**src/rtl/sum_serial_tx.sv**
```systemverilog
// Adds two operands and shifts the carry-inclusive sum out as one UART-style frame:
// start bit, DATA_W+1 data bits LSB first, optional even parity, stop bit.
module sum_serial_tx #(
    parameter int DATA_W       = 8,
    parameter int CLKS_PER_BIT = 4,
    parameter bit PARITY_EN    = 1'b1
) (
    input  logic              clk,
    input  logic              rst,
    input  logic [DATA_W-1:0] a,
    input  logic [DATA_W-1:0] b,
    input  logic              start,
    output logic              ready,
    output logic              done,
    output logic              tx
);
    localparam int TW = $clog2(CLKS_PER_BIT) + 1;
    localparam int BW = $clog2(DATA_W + 1);
    localparam logic [TW-1:0] T_LAST = TW'(CLKS_PER_BIT - 1);
    localparam logic [BW-1:0] B_LAST = BW'(DATA_W);

    typedef enum logic [2:0] {
        S_IDLE,
        S_START,
        S_DATA,
        S_PARITY,
        S_STOP
    } state_t;

    state_t          state_q, state_d;
    logic [TW-1:0]   timer_q, timer_d;
    logic [BW-1:0]   bit_q, bit_d;
    logic [DATA_W:0] sum_q, sum_d;
    logic            par_q, par_d;
    logic            tx_q, tx_d;
    logic            ready_q, ready_d;
    logic            done_q, done_d;

    always_comb begin
        state_d = state_q;
        timer_d = timer_q;
        bit_d   = bit_q;
        sum_d   = sum_q;
        par_d   = par_q;

        if (state_q == S_IDLE) begin
            if (start) begin
                sum_d   = {1'b0, a} + {1'b0, b};
                par_d   = ^sum_d;
                state_d = S_START;
                timer_d = '0;
            end
        end else if (timer_q != T_LAST) begin
            timer_d = timer_q + 1'b1;
        end else begin
            timer_d = '0;
            case (state_q)
                S_START: begin
                    state_d = S_DATA;
                    bit_d   = '0;
                end
                S_DATA: begin
                    if (bit_q == B_LAST) begin
                        state_d = PARITY_EN ? S_PARITY : S_STOP;
                    end else begin
                        bit_d = bit_q + 1'b1;
                    end
                end
                S_PARITY: state_d = S_STOP;
                default:  state_d = S_IDLE;
            endcase
        end

        // Outputs are derived from the next state so they land in flops with no input-to-tx path.
        case (state_d)
            S_START:  tx_d = 1'b0;
            S_DATA:   tx_d = sum_d[bit_d];
            S_PARITY: tx_d = par_d;
            default:  tx_d = 1'b1;
        endcase
        ready_d = (state_d == S_IDLE);
        done_d  = (state_d == S_STOP) && (timer_d == T_LAST);
    end

    always_ff @(posedge clk) begin
        if (rst) begin
            state_q <= S_IDLE;
            timer_q <= '0;
            bit_q   <= '0;
            sum_q   <= '0;
            par_q   <= 1'b0;
            tx_q    <= 1'b1;
            ready_q <= 1'b1;
            done_q  <= 1'b0;
        end else begin
            state_q <= state_d;
            timer_q <= timer_d;
            bit_q   <= bit_d;
            sum_q   <= sum_d;
            par_q   <= par_d;
            tx_q    <= tx_d;
            ready_q <= ready_d;
            done_q  <= done_d;
        end
    end

    assign tx    = tx_q;
    assign ready = ready_q;
    assign done  = done_q;
endmodule
```
**config.mk**
```make
export PLATFORM = sky130hd
export DESIGN_NAME = sum_serial_tx
export DESIGN_NICKNAME = d
export VERILOG_FILES = /design/src/rtl/sum_serial_tx.sv
export SDC_FILE = /design/constraint.sdc
export NUM_CORES = 1
export LEC_CHECK = 0
export BUFFER_PORTS_ARGS = -buffer_cell sky130_fd_sc_hd__buf_2
export CORE_MARGIN = 2
export CORE_UTILIZATION = 51
export DETAILED_ROUTE_END_ITERATION = 8
export PLACE_DENSITY = 0.75
export SETUP_SLACK_MARGIN = 0.5
export SLEW_MARGIN = 10
export SYNTH_ARGS = -nofsm -noshare
export SYNTH_HDL_FRONTEND = slang
export SYNTH_SLANG_ARGS = --single-unit
export TNS_END_PERCENT = 1
```
**constraint.sdc**
```tcl
create_clock -name clk -period 2.7 [get_ports clk]
set_clock_uncertainty 0.05 [all_clocks]
set_input_delay 0.54 -clock clk [delete_from_list [all_inputs] [get_ports clk]]
set_output_delay 0.54 -clock clk [all_outputs]
set_load 0.02 [all_outputs]
```
**Yosys cells after proc, flatten, opt, wreduce, memory -nomap -nowiden**

Cells that the tools add are included.

- Flip-flop bits (word level): 23
- Bits of input ports: 19
- Output and inout port bits: 3
- Logic and storage cells: 45

- $add $sub $neg: 3
- $lt $le $gt $ge: 1
- Eq/ne operators: 10
- Muxes and demuxes: 19
- Reduce and logical (&&, ||, !) cells: 4

Operators by type and width:

| operator | count |
|---|---|
| two-way mux 3 bit | 7 |
| two-way mux 9 bit | 2 |
| == test 3 x 2 -> 1 bit, second input constant | 5 |
| two-way mux 4 bit | 3 |
| adder 8 x 8 -> 9 bit | 1 |
| case mux 3 bit (3 select lines) | 1 |
| XOR reduction 9 bit | 1 |
| case mux 4 bit (2 select lines) | 1 |
| == test 3 x 1 -> 1 bit, second input constant | 2 |
| zero test 3 bit | 2 |
| less-than comparator 4 x 5 -> 1 bit, second input constant | 1 |
| adder 4 x 1 -> 4 bit, second input constant | 1 |
| binary-select mux 1 bit (select 4 bit) | 1 |
| == test 4 bit, second input constant | 1 |
| adder 3 x 1 -> 3 bit, second input constant | 1 |
| == test 3 bit, second input constant | 1 |
| two-way mux 1 bit | 3 |
| inequality test 3 x 2 -> 1 bit, second input constant | 1 |
| case mux 1 bit (3 select lines) | 1 |
| logical AND 1 bit | 1 |

**Longest topological paths before layout**

Gate-level depths: netlist of run 1.

- Depth in word-level cells: 8
- Gate-level depth with buffers: 11
- Mapped depth without buffers: 10

**Least setup slack after synthesis of run 1**

Ideal clock, no wire load.

- Path kind: input to register
- Start: in a[0]
- End: reg par_q
- Library setup time: 0.130 ns
- Data arrival time: 2.535 ns
- Required time: 2.520 ns
- Setup slack: -0.015 ns
- Stages on the path: 10
- Path buffers: 0
- Path through: ha_1 fa_1 a21o_1 a21oi_2 xnor2_1 xnor3_1 xnor3_1 xnor2_1 nor2_1 nor3_2

- Word-level cells in the longest chain between the ends: 4

RTL lines:

| what | RTL line | source |
|---|---|---|
| start, declared | 10 | `input logic [DATA_W-1:0] a,` |
| adder 8 x 8 -> 9 bit | 48 | `sum_d = {1'b0, a} + {1'b0, b};` |
| XOR reduction 9 bit | 49 | `par_d = ^sum_d;` |
| two-way mux 1 bit | 47 | `if (start) begin` |
| two-way mux 1 bit | 46 | `if (state_q == S_IDLE) begin` |
| end signal, assigned | 100 | `par_q <= par_d;` |
| end, declared | 34 | `logic par_q, par_d;` |

Every way passes these cells.
A chain may end at the register's enable or synchronous reset.

**Final worst setup path of run 1**

- Start: in a[0]
- End: reg tx_q (netlist: tx)

- Word-level cells in the longest chain between the ends: 6
- Elaborated cells on any way between the ends: 9
- Classes of those cells: 1 x add/sub; 7 x mux; 1 x reduce/logical

RTL lines:

| what | RTL line | source |
|---|---|---|
| adder 8 x 8 -> 9 bit * | 48 |  |
| two-way mux 9 bit | 47 |  |
| two-way mux 9 bit | 46 |  |
| binary-select mux 1 bit (select 4 bit) | 77 | `S_DATA: tx_d = sum_d[bit_d];` |
| two-way mux 1 bit (not written as such) | 77 |  |
| case mux 1 bit (3 select lines) * | 75 | `case (state_d)` |
| end signal, assigned | 101 | `tx_q <= tx_d;` |
| end, declared | 35 | `logic tx_q, tx_d;` |

Every way passes the cells marked *; elsewhere a longest branch is shown, timed or not. The select of a mux whose other input is x is not followed.

==> results.ini, run 1 <==
[synth]
syn_nets=225
async_flop_share_pct=0
yosys_warnings=0
seq_area_frac_synth_pct=28.22
syn_area_per_cell_um2=8.410
syn_inst=194
synth_edf_count=0
synth_seq_cells=23
synth_cell_types=49
synth_ff_type=dfxtp_1
netlist_area_um2=1632

[placed_design]
place_congestion=0.8511
detailed_place_hpwl_mm=2.797
dp_cells=256
port-buffer-count=21

[layout]
drive_above_1_share_pct=18.98
fin_nets=248
post-route-util_pct=59.96
final_cell_mix=nor2_1 (25), dfxtp_1 (23), buf_2 (21)
layout_commonest_cell=nor2_1
fillers=294
area_growth_pct=12.19
num_antenna_cells=0
final-instance-count-excl-fill=260

[worst_setup_path]
r2r_end=tx
cp_max_fo=3
r2r-start=timer_q[0]
cp_cell_sequence=buf_2 -> ha_4 -> fa_2 -> a21o_1 -> a21oi_2 -> o21ai_2 -> a21o_1 -> a211o_1 -> a31oi_1 -> nor4_1 -> a211o_1
reg2reg_slack_ns=0.37
cp-end-kind=register
worstPathRequired_ns=2.88
setup.worst_path.class=in2reg
slowest_delay_ns=0.34
ff2ff_path_depth=8
cp-start-kind=primary input
arrival_ns=2.60
crit_slowest_cell=fa_2

[floorplanning]
die_area_um2=3668
rows=20
coreArea_um2=3053
die_h_um=60.56
pin_count=22
start_util_pct=53.44
dieWidth_um=60.56

[min_path]
hp-class=reg2reg
min_delay_worst_endpoint=sum_q[4]
holdPathStages=2
worstHoldStart=sum_q[4]

[route]
avgViaCountPerCell=5.731
drcViolationCount=0
vias=1490
drt-wirelength-per-cell_um=13.53
routed_wl_mm=3.518
drt-pass1-iter-count=4
drt_iter0_markers=98
antenna_left=0

[clock_network]
clock_tree.buffer_depth=2
cts_max_level=1
postCtsHoldBufs=0
path_clk_slew_ns=0.13
ctsRootBufferMaster=clkbuf_4
cts_tree=built
clock-sinks=23
cts_buffers=3
clk_latency_ns=0.32

[timing]
tightest_slew_ns=0.5071
max_freq_ghz=0.4122
hold_violations=0
period_share_pct=89.86
holdWs_ns=0.4193
setup_viol=0
rsz0062_at_grt=true
relSlewSlack_pct=66.15
finalMaxSlewViolations=0
finalCriticalPeriod_ns=2.426

[grt]
antenna_found_initial=0
grt_util_all_layers_pct=21.93
grt_pass1_vias=1457
grt_pass1_wl_mm=6.141
grt_max_degree=22
overflow=0

[pwr]
leakage_nw=0.7581
peakVddDrop_v=0.0002843
p_per_area_nw_per_um2=477.2

[run_status]
outcome=finished clean

[run]
max-cap-violations=0

## worst max path at each step
stage               cells past startpoint    end  from  slack [ns]
global placement                       11     tx  a[0]      -0.009
finish                                 11     tx  a[0]        0.27
floorplan                               9  par_q  a[0]        0.16
CTS                                    11     tx  a[0]        0.26
global route                           10  par_q  a[0]        0.17
detailed placement                     11     tx  a[0]       -0.09
## worst max-delay path: cells and delay by family
| family | cells | cell delay [ns] |
|---|---|---|
| buf+inv | 1 | 0.11 |
| simple gates | 1 | 0.06 |
| fa+ha+maj | 2 | 0.50 |
| compound gates | 7 | 1.38 |
## Yosys cell counts (2+ instances only)
library cell	number	area share, %
xnor2_1	8	4.3
a211o_1	2	1.1
nor2b_1	5	1.9
mux2i_1	6	3.7
o31ai_1	2	0.92
a21oi_1	13	4.0
nand4_1	2	0.77
nor3_1	5	1.5
dfxtp_1	23	28
nor4_1	2	0.77
nand2_1	15	3.5
ha_1	11	8.4
nand3b_1	2	0.92
o22ai_1	2	0.77
nand2b_1	3	1.2
o21a_1	5	2.3
and2_1	3	1.2
xnor3_1	2	2.8
a21o_1	6	2.8
buf_6	2	1.4
a31oi_1	4	1.5
nor2_1	25	5.8
inv_1	4	0.92
buf_2	5	1.5
nand3_1	7	2.1
clkbuf_1	2	0.46
o21ai_0	6	1.8
## kinds of logic after synthesis
logic type | after synthesis | share of synthesized area (%)
DFF | 23 | 28.22
adders and majority gates | 12 | 9.663
and+or+nand+nor | 77 | 24.77
buffers and inverters | 13 | 4.294
xor gates and xnor gates | 11 | 7.592
AOI/OAI and AO/OA | 52 | 21.78
muxes | 6 | 3.681
## registers in the layout, indices dropped and copies added, names as in the netlist
name	cells
bit_q	4
done	1
timer_q	3
sum_q	9
tx	1
state_q	3
par_q	1
ready	1
## per-stage QoR
stage | power, mW | TNS [ns] | cell area, µm² | setup slack [ns]
final | 0.8734 | 0 | 1831 | 0.2738
after detailed placement | 0.7151 | -0.1572 | 1797 | -0.09170
after floorplan | 0.6434 | 0 | 1647 | 0.1594
after CTS | 0.8699 | 0 | 1823 | 0.2616
after global routing | 0.9231 | 0 | 1831 | 0.1730
after global placement | 0.6987 | -0.01344 | 1797 | -0.008741
## what timing repair did
action,in CTS,in global routing
setup buffers,0,0
pin swaps,5,0
endpoints found under the setup margin,2,2
hold endpoints to repair,0,0
gates resized for setup,0,1
## per-layer routing
layer	global-route usage (%)	vias to the layer above	wire, µm
li1	-	741	-
met1	25.96	691	1493
met2	40.55	49	1808
met3	1.706	9	129
met4	9.006	0	87
met5	0	-	0
## layout make-up
| cell class | instances | area, µm² | share of cell area [%] |
|---|---|---|---|
| Timing Repair Buffer | 27 | 150.1 | 8.202 |
| Tap cell | 44 | 55.05 | 3.008 |
| Clock buffer | 4 | 26.28 | 1.435 |
| Sequential cell | 23 | 460.4 | 25.15 |
| Inverter | 4 | 15.01 | 0.8202 |
| Multi-Input combinational cell | 158 | 1124 | 61.38 |
## where the power goes
group / switching, mW / leakage [nW] / internal (mW)
combinational: 0.159 / 0.555 / 0.170
clock: 0.105 / 0.0150 / 0.0579
sequential: 0.0156 / 0.188 / 0.366
Power figures use the tool's default switching activity.
==> run 2: changes to the inputs <==
--- a/config.mk
+++ b/config.mk
@@ -7,9 +7,9 @@
 export LEC_CHECK = 0
 export BUFFER_PORTS_ARGS = -buffer_cell sky130_fd_sc_hd__buf_2
 export CORE_MARGIN = 2
-export CORE_UTILIZATION = 51
+export CORE_UTILIZATION = 57
 export DETAILED_ROUTE_END_ITERATION = 8
-export PLACE_DENSITY = 0.75
+export PLACE_DENSITY = 0.79
 export SETUP_SLACK_MARGIN = 0.5
 export SLEW_MARGIN = 10
 export SYNTH_ARGS = -nofsm -noshare
==> constraint.sdc (replaced) <==
create_clock -name clk -period 2.4 [get_ports clk]
set_clock_uncertainty 0.05 [all_clocks]
set_input_delay 0.48 -clock clk [delete_from_list [all_inputs] [get_ports clk]]
set_output_delay 0.48 -clock clk [all_outputs]
set_load 0.02 [all_outputs]
==> run 2 against run 1 <==
- the run now ends with setup timing left
- sequential power is 13% higher
- routed wire length is 9.5% higher
- critical path depth is 1 higher
- register-to-register slack worse by 0.31 ns
- clock power is 10% higher
- highest routed layer unchanged
==> results.ini, run 2 (synthesized netlist as in run 1, its figures left out) <==
[worst_setup_path]
crit_cells=12
cp_max_fo=3
cp-start-kind=primary input
cp_num_buf_inv=2
slowest_delay_ns=0.34
cp_top_family=compound AO/OA/AOI/OAI gates
crit_slowest_cell=fa_2
setup.worst_path.class=in2reg
cp_cell_sequence=buf_6 -> ha_4 -> fa_2 -> a21o_1 -> a21oi_2 -> o21ai_2 -> buf_4 -> xnor2_2 -> o2111a_1 -> a31o_2 -> o211ai_1 -> a211o_1
ff2ff_path_depth=10
cp-end-kind=register
arrival_ns=2.62
worstPathRequired_ns=2.62

[grt]
overflow=0
grt_pass1_vias=1430
grt_pass1_wl_mm=6.182
grt_util_all_layers_pct=23.55
grt_max_degree=22
antenna_found_initial=0

[timing]
setup_viol=1
period_share_pct=100.2
rsz0062_at_grt=true
hold_violations=0
tightest_slew_ns=0.4772
finalMaxSlewViolations=0
relSlewSlack_pct=68.19
finalCriticalPeriod_ns=2.405
holdWs_ns=0.4336
setup_ws_ns=-0.005336
max_freq_ghz=0.4157

[layout]
layout_commonest_cell=nor2_1
largest_register_ffs=9
top_register=sum_q
area_growth_pct=20.94
finalInstanceArea_um2=1973
final_cell_mix=nor2_1 (25), buf_4 (24), dfxtp_1 (23)
fin_nets=266
multi_input_area_um2=1135
num_antenna_cells=0
top_regs=sum_q: 9 flops, bit_q: 4 flops
drive_above_1_share_pct=26.07
post-route-util_pct=72.17
fillers=199
register_area_um2=460.4

[placed_design]
place_congestion=0.9174
detailed_place_hpwl_mm=2.754
dpl_worst_slack_ns=-0.3007
port-buffer-count=21
place_area_um2=1871

[route]
drt_iter0_markers=109
antenna_left=0
vias=1564
drcViolationCount=0
drt-wirelength-per-cell_um=14.54
drt-pass1-iter-count=5
routed_wl_mm=3.852
avgViaCountPerCell=5.902

[run_status]
violations=setup timing
outcome=finished with violations

[clock_network]
cts_tree=built
clk_latency_ns=0.31
clock-sinks=23
cts_buffers=3
clock_tree.buffer_depth=2
cts_max_level=1
path_clk_slew_ns=0.12
ctsRootBufferMaster=clkbuf_4

[floorplanning]
dieWidth_um=57.50
rows=19
coreArea_um2=2734
start_util_pct=59.68
die_area_um2=3306
die_h_um=57.50
pin_count=22

[pwr]
p_per_area_nw_per_um2=520.8
leakage_nw=0.8565
peakVddDrop_v=0.0004195

[min_path]
holdPathStages=2
hp-class=reg2reg

[run]
max-cap-violations=0

[run 2: cell count changes in the layout (fill, tap and decap cells not counted), sizes merged]
cell and delta:
buf +18
[run 2: per-stage QoR]
stage	total power [mW]	instances	TNS [ns]
2_1_floorplan	0.7238	194	-0.1408
4_1_cts	1.014	260	0
5_1_grt	1.087	265	-0.08926
6_report	1.028	265	-0.005336
3_5_place_dp	0.8312	255	-0.5908
3_3_place_gp	0.8179	255	-0.5062
[run 2: layout make-up]
class / count / share of cell area, %
Inverter: 4 / 0.7609
Multi-Input combinational cell: 158 / 57.51
Clock buffer: 4 / 1.332
Tap cell: 31 / 1.966
Timing Repair Buffer: 45 / 15.09
Sequential cell: 23 / 23.34
[run 2: path summary, 6_finish.rpt]
path                            startpoint       end  slack (ns)
worst min-delay path              sum_q[4]  sum_q[4]        0.43
worst max register to register    bit_q[0]        tx        0.06
worst min register to register    sum_q[4]  sum_q[4]        0.43
worst max-delay path                  a[0]        tx      -0.005
[run 2: where the power goes]
group | leakage (nW) | switching (mW) | internal (mW)
registers | 0.188 | 0.0177 | 0.412
logic | 0.653 | 0.192 | 0.226
clock network | 0.0150 | 0.115 | 0.0650
[run 2: worst min-delay path: stages, from the launching register on]
cell and delay (ns):
dfxtp_1 0.34, nand2_1 0.06, a21oi_1 0.06
[run 2: repair_timing]
| item | 4_1_cts | 5_1_grt |
|---|---|---|
| pin swaps | 5 | 7 |
| resized for setup | 1 | 4 |
| buffers inserted | 1 | 5 |
| hold buffers | 0 | 0 |
| endpoints found under the setup margin | 4 | 6 |
[run 2: layer usage]
| layer | global-route usage, % | vias up | share of wire (%) |
|---|---|---|---|
| met5 | 0 | - | 0 |
| met4 | 8.306 | 0 | 2.1 |
| met3 | 3.628 | 9 | 5.2 |
| met2 | 38.80 | 61 | 50 |
| met1 | 31.30 | 719 | 43 |
| li1 | - | 775 | - |
==> run 3: changes to the inputs <==
--- a/config.mk
+++ b/config.mk
@@ -6,7 +6,7 @@
 export NUM_CORES = 1
 export LEC_CHECK = 0
 export BUFFER_PORTS_ARGS = -buffer_cell sky130_fd_sc_hd__buf_2
-export CORE_MARGIN = 2
+export CORE_MARGIN = 5
 export CORE_UTILIZATION = 57
 export DETAILED_ROUTE_END_ITERATION = 8
 export PLACE_DENSITY = 0.79
@@ -15,4 +15,3 @@
 export SYNTH_ARGS = -nofsm -noshare
 export SYNTH_HDL_FRONTEND = slang
 export SYNTH_SLANG_ARGS = --single-unit
-export TNS_END_PERCENT = 1
==> run 3 against run 2 <==
- worst setup slack improved by 0.0044 ns
- global-route usage is 3.1 points lower
- sequential share of layout area up 0.19 points
- critical endpoint unchanged
- the flow still finishes with violations (setup timing)
- worst hold slack worse by 0.018 ns
- non-clock buffer count shrank 3
==> results.ini, run 3 (synthesized netlist as in run 1, its figures left out) <==
[run_status]
outcome=finished with violations
violations=setup timing

[grt]
overflow=0
met3_usage_pct=1.776
grt_pass1_wl_mm=6.886
gr-usage-met1_pct=23.78
grt_busiest_layer=met2
grt_util_all_layers_pct=20.45
grt_max_degree=22
use_met2_pct=37.69
grt_pass1_vias=1615
antenna_found_initial=0

[layout]
final-instance-count-excl-fill=262
area_growth_pct=21.93
top_register=sum_q
final_cell_mix=nor2_1 (25), buf_4 (20), dfxtp_1 (19), buf_2 (19), nand2_1 (15)
top_regs=sum_q: 9 flops, bit_q: 4 flops
layout_commonest_cell=nor2_1
finalInstanceArea_um2=1989
largest_register_ffs=9
fin_nets=263
num_antenna_cells=0
drive_above_1_share_pct=28.57
post-route-util_pct=72.14

[route]
drcViolationCount=0
vias=1600
routed_wl_mm=4.051
drt_iter0_markers=102
drt-wirelength-per-cell_um=15.46
drt-pass1-iter-count=5
antenna_left=0
avgViaCountPerCell=6.107

[clock_network]
clock_tree.buffer_depth=2
path_clk_slew_ns=0.13
clk_latency_ns=0.32
cts_buffers=3
ctsRootBufferMaster=clkbuf_4
cts_max_level=1
clock-sinks=23
postCtsHoldBufs=0
cts_tree=built

[timing]
hold_violations=0
tightest_slew_ns=0.4204
finalCriticalPeriod_ns=2.401
setup_ws_ns=-0.0009417
rsz0062_at_grt=true
max_freq_ghz=0.4165
setup_viol=1
period_share_pct=100.0
finalMaxSlewViolations=0
relSlewSlack_pct=71.97

[placed_design]
port-buffer-count=21
place_congestion=0.8285
dpl_worst_slack_ns=-0.3326
place_area_um2=1871
detailed_place_hpwl_mm=2.978
dp_cells=254

[worst_setup_path]
arrival_ns=2.58
cp-start-kind=primary input
cp-end-kind=register
ff2ff_path_depth=8
cp_max_fo=2
slowest_delay_ns=0.35
r2r-start=timer_q[0]
worstPathRequired_ns=2.58
reg2reg_slack_ns=-0.0009
crit_slowest_cell=fa_2
setup.worst_path.class=in2reg
r2r_end=tx
cp_cell_sequence=buf_6 -> ha_4 -> fa_2 -> xnor2_1 -> buf_4 -> nor2_1 -> a21oi_1 -> o21ai_0 -> o221ai_1 -> o211ai_1 -> a211o_1

[pwr]
leakage_nw=0.8548
p_switching_mw=0.3358
p_per_area_nw_per_um2=525.0
p_seq_share_pct=41.3
swShare_pct=32.15
combPwrFrac_pct=40.9
internal-power_mw=0.7087
p_total_mw=1.044
peakVddDrop_v=0.0004626
p_clk_share_pct=17.8

[min_path]
holdPathStages=2
min_delay_worst_endpoint=sum_q[4]
worstHoldStart=sum_q[4]
hp-class=reg2reg

[floorplanning]
start_util_pct=59.17
die_area_um2=4032
pin_count=22
die_h_um=63.50
rows=19
dieWidth_um=63.50
coreArea_um2=2758

[run]
max-cap-violations=0

## run 3: changes by cell type in the layout (fill, tap and decap cells not counted), moves of 2 or more
cell	before	now
dfxtp_2	0	3
xnor2_1	7	5
xnor2_2	1	3
buf_4	24	20
dfxtp_1	23	19
## run 3: worst max-delay path by stage
stage,startpoint,endpoint,slack (ns),cells after the start
2_1_floorplan,a[0],par_q,-0.08,9
3_3_place_gp,a[0],tx,-0.26,11
3_5_place_dp,a[0],tx,-0.33,11
4_1_cts,a[0],tx,0.05,11
5_1_grt,a[0],tx,-0.09,11
6_report,a[0],tx,-0.0009,11
## run 3: power groups by stage
stage | Combinational, mW | Sequential (mW) | Clock, mW
2_1_floorplan | 0.292 | 0.435 | 0
3_3_place_gp | 0.382 | 0.437 | 0
3_5_place_dp | 0.400 | 0.438 | 0
4_1_cts | 0.406 | 0.430 | 0.186
5_1_grt | 0.468 | 0.435 | 0.203
6_report | 0.427 | 0.431 | 0.186
## run 3: critical path: cells and delay by family
kind	cells	cell delay [ns]
compound gates	5	0.98
xor+xnor	1	0.32
fa+ha+maj	2	0.51
buf+inv	2	0.27
simple gates	1	0.03
## run 3: through the flow
| step | TNS, ns | hold WS, ns |
|---|---|---|
| global placement | -0.4946 | 0.3932 |
| global route | -0.1578 | 0.4540 |
| CTS | 0 | 0.4212 |
| detailed placement | -0.6436 | 0.4039 |
| finish | -0.0009417 | 0.4155 |
| floorplan | -0.1564 | 0.3865 |
## run 3: cell type report
cell class	count	area, µm²
Clock buffer	4	26.28
Sequential cell	23	467.9
Tap cell	31	38.79
Fill cell	206	768.2
Multi-Input combinational cell	158	1162
Inverter	4	15.01
Timing Repair Buffer	42	279.0
## run 3: timing repair
action,CTS,global route
resized for setup,3,12
endpoints found under the setup margin,5,6
buffers inserted,0,4
pin swaps,6,10
## run 3: layer usage
metal  part of all wire [%]  vias to the layer above  wire length (µm)
met4                    2.4                        0                97
met3                    5.0                       11               204
li1                       -                      774                 -
met5                      0                        -                 0
met1                     40                      756              1636
met2                     52                       59              2112
